`src/rtl/mem_pkg.sv`:
```
// Shared definitions for the memory access unit.
// Holds the request size encodings and the controller FSM state encoding
// so the top level and the alignment datapath agree on them.
package mem_pkg;

  // Access width as carried on req_size.
  typedef enum logic [1:0] {
    SZ_BYTE = 2'b00,
    SZ_HALF = 2'b01,
    SZ_WORD = 2'b10,
    SZ_RSVD = 2'b11
  } size_e;

  // Controller states: wait for a request, touch data_ram for one cycle,
  // then present the response until the consumer takes it.
  typedef enum logic [1:0] {
    IDLE   = 2'b00,
    ACCESS = 2'b01,
    RESP   = 2'b10
  } state_e;

endpackage

```
`src/rtl/mem_align.sv`:
```
// Purely combinational lane alignment for byte/half/word accesses.
// Ports:
//   size        access width (mem_pkg::size_e encoding)
//   is_unsigned loads: 1 = zero-extend, 0 = sign-extend
//   addr_lo     byte offset within the word
//   wdata       right-justified store data
//   rdata       raw word read from data_ram
//   wen         byte enables for a store of this size/offset
//   wdata_align store data replicated onto every candidate lane
//   rdata_ext   selected lane, extended to 32 bits
//   misalign    half on an odd address or word not on a word boundary
module mem_align
  import mem_pkg::*;
(
  input  logic [1:0]  size,
  input  logic        is_unsigned,
  input  logic [1:0]  addr_lo,
  input  logic [31:0] wdata,
  input  logic [31:0] rdata,
  output logic [3:0]  wen,
  output logic [31:0] wdata_align,
  output logic [31:0] rdata_ext,
  output logic        misalign
);

  logic [7:0]  sel_byte;
  logic [15:0] sel_half;

  // Pick the addressed byte and half out of the read word (little-endian).
  always_comb begin
    sel_byte = rdata[7:0];
    case (addr_lo)
      2'd0: sel_byte = rdata[7:0];
      2'd1: sel_byte = rdata[15:8];
      2'd2: sel_byte = rdata[23:16];
      2'd3: sel_byte = rdata[31:24];
      default: sel_byte = rdata[7:0];
    endcase
    sel_half = addr_lo[1] ? rdata[31:16] : rdata[15:0];
  end

  // Narrow stores replicate their data across the word so that whichever
  // lane the enables open already holds the right bits. The reserved size
  // produces no enables and no load data; the top level flags it as an error.
  always_comb begin
    wen         = 4'b0000;
    wdata_align = wdata;
    rdata_ext   = 32'h0;
    misalign    = 1'b0;
    case (size_e'(size))
      SZ_BYTE: begin
        wen         = 4'b0001 << addr_lo;
        wdata_align = {4{wdata[7:0]}};
        rdata_ext   = is_unsigned ? {24'h0, sel_byte} : {{24{sel_byte[7]}}, sel_byte};
      end
      SZ_HALF: begin
        wen         = addr_lo[1] ? 4'b1100 : 4'b0011;
        wdata_align = {2{wdata[15:0]}};
        rdata_ext   = is_unsigned ? {16'h0, sel_half} : {{16{sel_half[15]}}, sel_half};
        misalign    = addr_lo[0];
      end
      SZ_WORD: begin
        wen         = 4'b1111;
        wdata_align = wdata;
        rdata_ext   = rdata;
        misalign    = |addr_lo;
      end
      default: begin
        wen         = 4'b0000;
        wdata_align = wdata;
        rdata_ext   = 32'h0;
        misalign    = 1'b0;
      end
    endcase
  end

endmodule

```
`src/rtl/mem_access_unit.sv`:
```
// Load/store controller in front of data_ram.
// Accepts one request at a time over req_valid/req_ready, spends exactly one
// cycle driving data_ram, then holds the response on resp_valid/resp_ready.
// Ports:
//   clk, resetn                clock and asynchronous active-low reset
//   req_*                      request channel (op, size, sign, addr, data)
//   resp_valid/ready/rdata/err response channel
//   dm_wen/addr/wdata/rdata    data_ram interface (async read)
//   load_cnt/store_cnt/err_cnt saturating activity counters for the display
module mem_access_unit
  import mem_pkg::*;
#(
  parameter int ADDR_W = 5,
  parameter int CNT_W  = 16
) (
  input  logic              clk,
  input  logic              resetn,
  input  logic              req_valid,
  output logic              req_ready,
  input  logic              req_wr,
  input  logic [1:0]        req_size,
  input  logic              req_unsigned,
  input  logic [31:0]       req_addr,
  input  logic [31:0]       req_wdata,
  output logic              resp_valid,
  input  logic              resp_ready,
  output logic [31:0]       resp_rdata,
  output logic              resp_err,
  output logic [3:0]        dm_wen,
  output logic [ADDR_W-1:0] dm_addr,
  output logic [31:0]       dm_wdata,
  input  logic [31:0]       dm_rdata,
  output logic [CNT_W-1:0]  load_cnt,
  output logic [CNT_W-1:0]  store_cnt,
  output logic [CNT_W-1:0]  err_cnt
);

  state_e      state, next_state;

  logic        op_wr;
  logic [1:0]  op_size;
  logic        op_unsigned;
  logic [31:0] op_addr;
  logic [31:0] op_wdata;

  logic [3:0]  align_wen;
  logic [31:0] align_wdata;
  logic [31:0] align_rdata;
  logic        align_misalign;
  logic        op_err;

  mem_align u_align (
    .size        (op_size),
    .is_unsigned (op_unsigned),
    .addr_lo     (op_addr[1:0]),
    .wdata       (op_wdata),
    .rdata       (dm_rdata),
    .wen         (align_wen),
    .wdata_align (align_wdata),
    .rdata_ext   (align_rdata),
    .misalign    (align_misalign)
  );

  // Any address bit above the attached RAM is out of range.
  assign op_err = (op_size == SZ_RSVD) || align_misalign || (|op_addr[31:ADDR_W+2]);

  // State register.
  always_ff @(posedge clk or negedge resetn) begin
    if (!resetn) state <= IDLE;
    else         state <= next_state;
  end

  // Next state. Only IDLE accepts, so a request arriving while RESP is
  // finishing waits for the following IDLE cycle.
  always_comb begin
    next_state = state;
    case (state)
      IDLE:    if (req_valid) next_state = ACCESS;
      ACCESS:  next_state = RESP;
      RESP:    if (resp_ready) next_state = IDLE;
      default: next_state = IDLE;
    endcase
  end

  // Request capture on acceptance; the latched fields keep driving dm_addr
  // and dm_wdata until the next request replaces them.
  always_ff @(posedge clk or negedge resetn) begin
    if (!resetn) begin
      op_wr       <= 1'b0;
      op_size     <= SZ_BYTE;
      op_unsigned <= 1'b0;
      op_addr     <= 32'h0;
      op_wdata    <= 32'h0;
    end else if (state == IDLE && req_valid) begin
      op_wr       <= req_wr;
      op_size     <= req_size;
      op_unsigned <= req_unsigned;
      op_addr     <= req_addr;
      op_wdata    <= req_wdata;
    end
  end

  // Response capture at the end of ACCESS. Stores and errored requests
  // return zero data. Values are then held for the whole RESP stall.
  always_ff @(posedge clk or negedge resetn) begin
    if (!resetn) begin
      resp_rdata <= 32'h0;
      resp_err   <= 1'b0;
    end else if (state == ACCESS) begin
      resp_rdata <= (op_wr || op_err) ? 32'h0 : align_rdata;
      resp_err   <= op_err;
    end
  end

  // Counters advance once per request, at the end of its ACCESS cycle,
  // and stick at all-ones rather than wrapping.
  always_ff @(posedge clk or negedge resetn) begin
    if (!resetn) begin
      load_cnt  <= '0;
      store_cnt <= '0;
      err_cnt   <= '0;
    end else if (state == ACCESS) begin
      if (op_err) begin
        if (err_cnt != '1) err_cnt <= err_cnt + 1'b1;
      end else if (op_wr) begin
        if (store_cnt != '1) store_cnt <= store_cnt + 1'b1;
      end else begin
        if (load_cnt != '1) load_cnt <= load_cnt + 1'b1;
      end
    end
  end

  // Write enables come straight from the state so an asynchronous reset
  // cuts a store off immediately.
  assign dm_wen     = (state == ACCESS && op_wr && !op_err) ? align_wen : 4'b0000;
  assign dm_addr    = op_addr[ADDR_W+1:2];
  assign dm_wdata   = align_wdata;
  assign req_ready  = (state == IDLE);
  assign resp_valid = (state == RESP);

endmodule

```
`config.mk`:
```
export PLATFORM = sky130hd
export DESIGN_NAME = mem_access_unit
export DESIGN_NICKNAME = d
export VERILOG_FILES = /design/src/rtl/mem_pkg.sv /design/src/rtl/mem_align.sv /design/src/rtl/mem_access_unit.sv
export SDC_FILE = /design/constraint.sdc
export NUM_CORES = 1
export LEC_CHECK = 0
export CAP_MARGIN = 40
export CORE_ASPECT_RATIO = 2
export CORE_MARGIN = 2
export CORE_UTILIZATION = 47
export DETAILED_ROUTE_END_ITERATION = 10
export GPL_TIMING_DRIVEN = 0
export PLACE_DENSITY = 0.81
export SETUP_SLACK_MARGIN = 0.2
export SYNTH_ARGS = -nofsm -noshare
export SYNTH_HDL_FRONTEND = slang
export SYNTH_SLANG_ARGS = --single-unit
export TNS_END_PERCENT = 100
```
`constraint.sdc`:
```
create_clock -name clk -period 3.3 [get_ports clk]
set_clock_uncertainty 0.05 [all_clocks]
set_input_delay 0.66 -clock clk [delete_from_list [all_inputs] [get_ports clk]]
set_output_delay 0.66 -clock clk [all_outputs]
set_load 0.05 [all_outputs]
```
# [Yosys cells after proc, flatten, opt, wreduce, memory -nomap -nowiden]
# Index checks and enable logic that the tools add are counted.
[word_totals] regBits=151
[op_classes] muxes=14 eq_ne=13 n_addsub=3 n_reduce_logical=16 shifts=1 bitwise_logic=2
[ops] op="$mux W32" n=3
[ops] op="$pmux W32 S3" n=1
[ops] op="$pmux W32 S2" n=1
[ops] op="$add A16 B1 Y16 const B" n=3
[ops] op="$ne A16 B16 Y1 const B" n=3
[ops] op="$pmux W8 S4" n=1
[ops] op="$reduce_or A25 Y1" n=1
[ops] op="$mux W16" n=1
[ops] op="$pmux W4 S3" n=1
[ops] op="$eq A2 B2 Y1 const B" n=5
[ops] op="$mux W4" n=2
[ops] op="$reduce_and A4 Y1" n=2
[ops] op="$eq A2 B1 Y1 const B" n=3
[ops] op="$logic_not A2 Y1" n=3
[ops] op="$pmux W2 S3" n=1
[ops] op="$mux W2" n=2
[ops] op="$shl A1 B2 Y4 const A" n=1
[ops] op="$logic_and A1 B1 Y1" n=3
[ops] op="$logic_or A1 B1 Y1" n=3
[ops] op="$reduce_and A3 Y1" n=1
[ops] op="$ne A2 B1 Y1 const B" n=1
[ops] op="$ne A2 B2 Y1 const B" n=1
[ops] op="$not A1 Y1" n=2
[ops] op="$pmux W1 S2" n=1
[ops] op="other kinds (3)" n=3

# [Depth between registers and ports, before layout]
# Gate-level depths: netlist of run 1.
[depth] ltp_word=7 mapped_depth=10 ltp_nobuf=7

# [By module]
# From an unflattened synthesis of run 1, not the netlist that was laid out.
[hier_totals] hier_cells=668 area_unflattened_um2=7607.3
[modules_own_cells] mod="mem_access_unit" instances=1 seq_area_each_um2=3778.6 cells_per_inst=462 area_per_inst_um2=6341.1
[modules_own_cells] mod="mem_align" instances=1 seq_area_each_um2=0.0 cells_per_inst=206 area_per_inst_um2=1266.2

# [Least setup slack after synthesis of run 1]
# OpenSTA, ideal clock, no wires.
[synth_timing] kind="flip-flop to output port" from="reg op_size[0]" to="out dm_wen[1]" t_required_ps=2590 path_slack_ps=-77 n_path_buf=2 path_stages_with_launch=8 arrival_time_ps=2667 cell_sequence="dfrtp_1 ha_1 nor4_1 nand4_1 or4_1 clkbuf_1 clkbuf_1 a21oi_1"
[synth_via] elab_chain_len=7
[synth_rtl] element="start, declared" line_no="mem_access_unit.sv:41" text="logic [1:0] op_size;"
[synth_rtl] element="start signal, assigned" line_no="mem_access_unit.sv:96" text="op_size <= req_size;"
[synth_rtl] element="$eq A2 B2 Y1 / $eq A2 B1 Y1 (equally long branches)" line_no="mem_align.sv:50" text="case (size_e'(size))"
[synth_rtl] element="$pmux W1 S2" line_no="mem_align.sv:50"
[synth_rtl] element="$logic_or A1 B1 Y1 (2 in a row)" line_no="mem_access_unit.sv:65" text="assign op_err = (op_size == SZ_RSVD) || align_misalign || (|op_addr[31:ADDR_W+2]);"
[synth_rtl] element="$logic_not A1 Y1" line_no="mem_access_unit.sv:135" text="assign dm_wen = (state == ACCESS && op_wr && !op_err) ? align_wen : 4'b0000;"
[synth_rtl] element="$logic_and A1 B1 Y1" line_no="mem_access_unit.sv:135"
[synth_rtl] element="$mux W4 (*)" line_no="mem_access_unit.sv:135"
[synth_rtl] element="end, declared" line_no="mem_access_unit.sv:29" text="output logic [3:0] dm_wen,"
# Every way passes the cells marked *; elsewhere a longest branch is shown, timed or not.

# [Worst setup path after layout of run 1]
[layout_timing] from="reg op_size[0]" to="out dm_wen[0]"
# Same word-level chain as after synthesis.

==> results of run 1 <==
==> through the flow <==
stage,setup TNS (ps),power [mW],cell area (um2),instances
after CTS,0,9.48,10500,1101
after global routing,-634,9.86,10500,1102
after detailed placement,-9100,7.20,9610,1049
final,0,9.41,10500,1102
after global placement,-704670,7.14,9580,1048
after floorplan,-154,5.75,7060,626
==> area by class of cell <==
class / count / area share
Sequential cell: 151 / 0.358
Multi-Input combinational cell: 419 / 0.296
Timing Repair Buffer: 250 / 0.233
Clock buffer: 20 / 0.0433
Buffer: 50 / 0.0281
Tap cell: 195 / 0.0231
Clock inverter: 11 / 0.0160
Inverter: 6 / 0.00214
==> registers in the layout (all words and copies together) (netlist names) <==
name         count
err_cnt         16
store_cnt       16
op_unsigned      1
load_cnt        16
op_addr         32
state            2
resp_rdata      32
op_wdata        32
op_wr            1
op_size          2
resp_err         1
==> logic make-up after synthesis <==
group | Yosys count | share of synthesized area
AO/OA/AOI/OAI | 96 | 0.0874
XOR/XNOR | 44 | 0.0546
adder cells (fa/ha/maj) | 7 | 0.0124
buffers and inverters | 56 | 0.0370
flip-flops | 151 | 0.535
multiplexers | 86 | 0.139
AND/OR/NAND/NOR | 186 | 0.135
==> how the worst min path moves through the flow <==
stage              startpoint        endpoint  slack (ps)  cells past startpoint
5_1_grt                resetn   resp_rdata[3]         220                      1
3_3_place_gp   resp_rdata[24]  resp_rdata[24]         410                      2
3_5_place_dp   resp_rdata[20]  resp_rdata[20]         420                      2
2_1_floorplan          resetn      err_cnt[0]         310                      0
4_1_cts                resetn   resp_rdata[3]         200                      1
6_report               resetn   resp_rdata[3]         170                      1
==> metal layers <==
layer	track usage	up-vias
li1	-	2790
met1	0.286	3022
met2	0.500	285
met3	0.0658	67
met4	0.148	0
met5	0	-
==> worst max-delay path: stages, from the launching register on <==
cell and delay (ps):
dfrtp_1 390, inv_2 80, ha_2 180, clkbuf_8 120, o211ai_1 120, nand2_1 110, buf_4 150, nor4_2 400
and2_1 230, clkdlybuf4s18_2 380
==> what timing repair did <==
| action | in CTS | in global routing |
|---|---|---|
| resized for setup | 143 | 27 |
| pin swaps | 8 | 1 |
| endpoints found under the hold margin | 0 | 0 |
| buffers inserted | 21 | 1 |
| setup endpoints to repair | 28 | 36 |
==> cells in the final DEF, fill, tap and decap left out, types with 4 or more instances in the layout <==
| master | Yosys | final |
|---|---|---|
| and2_1 | 5 | 5 |
| nor4_1 | 15 | 12 |
| buf_8 | 0 | 4 |
| nand3_1 | 21 | 20 |
| bufinv_16 | 0 | 4 |
| mux2_2 | 85 | 85 |
| clkbuf_1 | 31 | 23 |
| a21oi_1 | 19 | 17 |
| nor3_1 | 16 | 16 |
| nand4_1 | 15 | 15 |
| nor4b_1 | 4 | 4 |
| and3_1 | 4 | 4 |
| a22oi_1 | 8 | 8 |
| nand2_1 | 68 | 68 |
| a22o_1 | 8 | 8 |
| buf_2 | 2 | 17 |
| xnor2_1 | 12 | 12 |
| clkdlybuf4s50_1 | 0 | 198 |
| clkdlybuf4s15_2 | 0 | 12 |
| and4_1 | 7 | 7 |
| a221oi_1 | 8 | 8 |
| nor2_1 | 15 | 13 |
| a222oi_1 | 8 | 8 |
| clkbuf_16 | 0 | 18 |
| o21ai_0 | 38 | 38 |
| buf_4 | 13 | 33 |
| xor2_1 | 32 | 32 |
| inv_1 | 6 | 5 |
| nand2b_1 | 4 | 4 |
| dfrtp_1 | 151 | 151 |
==> power breakdown <==
part | internal [mW] | switching [mW]
Clock | 1.31 | 0.769
Sequential | 2.32 | 0.369
Combinational | 1.82 | 2.82
Total | 5.45 | 3.96
==> results.toml, run 1 <==
[logic_synthesis]
syn-num-nets = 737
netlist_top_cells_count = "dfrtp_1, mux2_2, nand2_1"
synth_area_leaders = "dfrtp_1, mux2_2, xor2_1"
yosysWarnings = 0
synth_edf_count = 0
netlist_area_mm2 = 0.00706
synthArstFlopShare = 1.00
synthFlopType = "dfrtp_1"
yosys.area.top_type = "dfrtp_1"
synthCells = 626
synth_area_per_cell_um2 = 11.3
synth_seq_cells = 151
yosysTopAreaCellShare = 0.535
post_synth_num_cell_types = 43
yosysMostFrequentCell = "dfrtp_1"
synth_sequential_area_ratio = 0.535

[hold_path]
hold_class = "in2async"

[worst_setup_path]
timing.rr.end = "load_cnt[12]"
crit_path_start = "op_size[0]"
r2r_slack_ps = 90
path_class = "reg2out"
crit_arrival_ps = 2570
r2r_cells = 18
crit_end = "dm_wen[0]"
crit_fanout = 4
start_kind = "flip-flop"
rr_startpoint = "op_size[0]"
required_ps = 2590
cp-end-kind = "output pin"

[detailed_routing]
drt-met1-wl_mm = 7.14
firstDrtPassIters = 7
met2WireLength_mm = 11.6
wl_per_cell_um = 19.2
maxUsedRoutingLayer = "met4"
detail_route.iter0.violations = 362
antenna_left = 0
drc_errors = 0
finalWirelength_mm = 21.1
wl_met3_mm = 1.37
vias = 6164
via_per_inst = 5.59

[timing]
worst_hold_slack_ps = 173
drv_slew = 0
grt_setup_unrepaired = "true"
slew-limit-headroom = 0.545
hold_viol_final = 0
layout_setup_ws_ps = 16.0
fin_crit_sh = 0.995
worstMarginPinSlew_ps = 682
fmax_mhz = 305
min_period_ps = 3280
setup_viol = 0

[global_route]
grt_pass1_vias = 6649
grt_overflow = 0
antenna_found_initial = 0
grt_max_degree = 90
grt_pass1_wl_mm = 34.5
grt_util_all_layers = 0.274

[layout]
area_growth_pct = 49.3
seqCellArea_mm2 = 0.00378
drive_above_1_share = 0.232
fillers = 1086
num-nets-final = 1006
antenna_cells = 0
multi_input_area_mm2 = 0.00312
fin_util = 0.715

[floorplan]
die_area_mm2 = 0.0161
rows = 63
io_pins = 228
die_height_um = 177
fp.dieW_um = 90.7
core_area_mm2 = 0.0147
initial_core_util = 0.479

[clock_network]
worstSkewPairLatency_ps = 420
ctsHtreeMaxLevel = 4
clock_path_buffers = 2
numCtsBuffers = 17
ctsHoldBuffers = 0
clock_sinks = 151
tritoncts = "built"
cts.clk_slew.worst_paths_ps = 60
cts-root-buf = "clkbuf_16"

[power]
p_leak_nw = 4.53
ir_drop_mv = 0.944
pwr_density_cell_mw_per_mm2 = 892

[job]
max_cap_viol_count = 0

[place]
place_hpwl_mm = 15.3
port_buffers = 227
place.gp.congestion = 0.884
place_ws_ps = -860

[run_status]
status = "completed"
Note: power is estimated with default switching activity, not from simulation.
==> run 2: changes to the inputs <==
==> constraint.sdc (replaced) <==
create_clock -name clk -period 3.6 [get_ports clk]
set_clock_uncertainty 0.05 [all_clocks]
set_input_delay 0.72 -clock clk [delete_from_list [all_inputs] [get_ports clk]]
set_output_delay 0.72 -clock clk [all_outputs]
set_load 0.05 [all_outputs]
==> run 2 against run 1 <==
  * Critical path depth unchanged
  * Largest cell class unchanged
  * Core utilization decreased by 0.076 points
  * Combinational power decreased by 9.5%
  * Worst hold slack improved by 58 ps
  * Total power decreased by 9.0%
  * Wire length decreased by 0.14%
  * Die area unchanged
==> results.toml, run 2 (synthesis gave the netlist of run 1 again) <==
[floorplan]
die_area_mm2 = 0.0161
die_height_um = 177
core_area_mm2 = 0.0147
io_pins = 228
initial_core_util = 0.479
fp.dieW_um = 90.7
rows = 63

[hold_path]
hold_class = "in2async"

[place]
place_hpwl_mm = 15.3
place.gp.congestion = 0.884
port_buffers = 227

[clock_network]
clock_sinks = 151
cts.clk_slew.worst_paths_ps = 60
clock_path_buffers = 2
numCtsBuffers = 17
ctsHtreeMaxLevel = 4
tritoncts = "built"
ctsHoldBuffers = 0
worstSkewPairLatency_ps = 430
cts-root-buf = "clkbuf_16"

[power]
p_leak_nw = 4.52
pwr_density_cell_mw_per_mm2 = 813
internal-power_mw = 4.95
power.switching_mw = 3.61
switching_share = 0.422
p_clk_frac = 0.222
ir_drop_mv = 0.803
pwr-share-seq = 0.288
power.share.combinational = 0.490

[global_route]
grt_pass1_wl_mm = 34.0
grt_util_all_layers = 0.270
antenna_found_initial = 0
grt_pass1_vias = 6525
grt_max_degree = 90
grt_overflow = 0

[timing]
hold_viol_final = 0
fmax_mhz = 293
setup_viol = 0
grt_setup_unrepaired = "true"
min_period_ps = 3410
worstMarginPinSlew_ps = 691
drv_slew = 0
slew-limit-headroom = 0.539
setup_tns_ps = 0
fin_crit_sh = 0.947

[detailed_routing]
finalWirelength_mm = 21.1
detail_route.iter0.violations = 391
vias = 6147
via_per_inst = 5.58
antenna_left = 0
wl_per_cell_um = 19.2
firstDrtPassIters = 5
drc_errors = 0

[worst_setup_path]
cp-end-kind = "output pin"
path_class = "reg2out"
start_kind = "flip-flop"
required_ps = 2830
crit_fanout = 4
crit_arrival_ps = 2640

[layout]
final_cell_mix = "clkdlybuf4s50_1, dfrtp_1, mux2_2, nand2_1, o21ai_0"
fillers = 1090
final_common_cell = "clkdlybuf4s50_1"
num-nets-final = 1005
antenna_cells = 0
drive_above_1_share = 0.216
area_growth_pct = 49.1
fin_util = 0.714
top_regs = "op_addr: 32 flops, op_wdata: 32 flops, resp_rdata: 32 flops"

[run_status]
status = "completed"

[job]
max_cap_viol_count = 0
==> run 2: cell count changes in the layout (fill, tap and decap cells not counted), moves of 3 or more <==
cell | previous run | this run
clkbuf_2 | 3 | 11
dlygate4sd2_1 | 0 | 11
buf_2 | 17 | 3
clkdlybuf4s15_2 | 12 | 5
clkdlybuf4s15_1 | 0 | 3
==> run 2: cell type report <==
type	count	area, um2	area share
Clock inverter	11	169	0.0160
Tap cell	195	244	0.0232
Inverter	6	22.5	0.00214
Sequential cell	151	3780	0.359
Timing Repair Buffer	249	2440	0.231
Multi-Input combinational cell	419	3130	0.297
Buffer	50	293	0.0278
Clock buffer	20	457	0.0434
==> run 2: layer usage <==
layer	up-vias	wire length [um]	track usage
li1	2788	-	-
met1	3008	7170	0.285
met2	276	11500	0.488
met3	75	1300	0.0658
met4	0	1100	0.151
met5	-	0	0
==> run 2: critical path: stages (launching register included) <==
cell and delay, ps:
dfrtp_1 400, ha_2 210, nor4_4 230, nand4_1 140, buf_6 160, or4_4 480, buf_8 140, clkbuf_16 150
a21oi_2 130, buf_6 180
==> run 2: path summary, 6_finish.rpt <==
path,from,to,slack (ps),depth (start not counted)
setup / recovery,op_size[1],dm_wen[1],190,9
hold / removal,resetn,resp_rdata[3],230,1
setup reg to reg,op_size[0],load_cnt[8],380,19
hold reg to reg,resp_rdata[23],resp_rdata[23],430,2
max in group asynchronous,resetn,load_cnt[2],2410,2
min in group clk,resp_rdata[23],resp_rdata[23],430,2
==> run 2: metrics by stage <==
| step | cells | hold WS, ps | power (mW) | cell area, um2 | setup slack [ps] |
|---|---|---|---|---|---|
| floorplan | 626 | 374 | 5.27 | 7060 | 163 |
| global placement | 1048 | 410 | 6.54 | 9580 | -4380 |
| detailed placement | 1049 | 419 | 6.60 | 9610 | -620 |
| CTS | 1098 | 256 | 8.56 | 10500 | 153 |
| global route | 1101 | 275 | 8.98 | 10500 | 66.8 |
| finish | 1101 | 231 | 8.56 | 10500 | 192 |
==> run 2: power groups by stage <==
stage | logic (mW) | clock network [mW] | registers (mW)
after global routing | 4.45 | 2.00 | 2.53
after global placement | 4.09 | 0 | 2.45
after detailed placement | 4.13 | 0 | 2.47
after CTS | 4.17 | 1.93 | 2.46
final | 4.20 | 1.90 | 2.47
after floorplan | 2.81 | 0 | 2.46
==> run 2: what timing repair did <==
item	in CTS	in global routing
pin swaps	7	5
resized for setup	87	32
buffers inserted	18	3
endpoints found under the setup margin	28	26
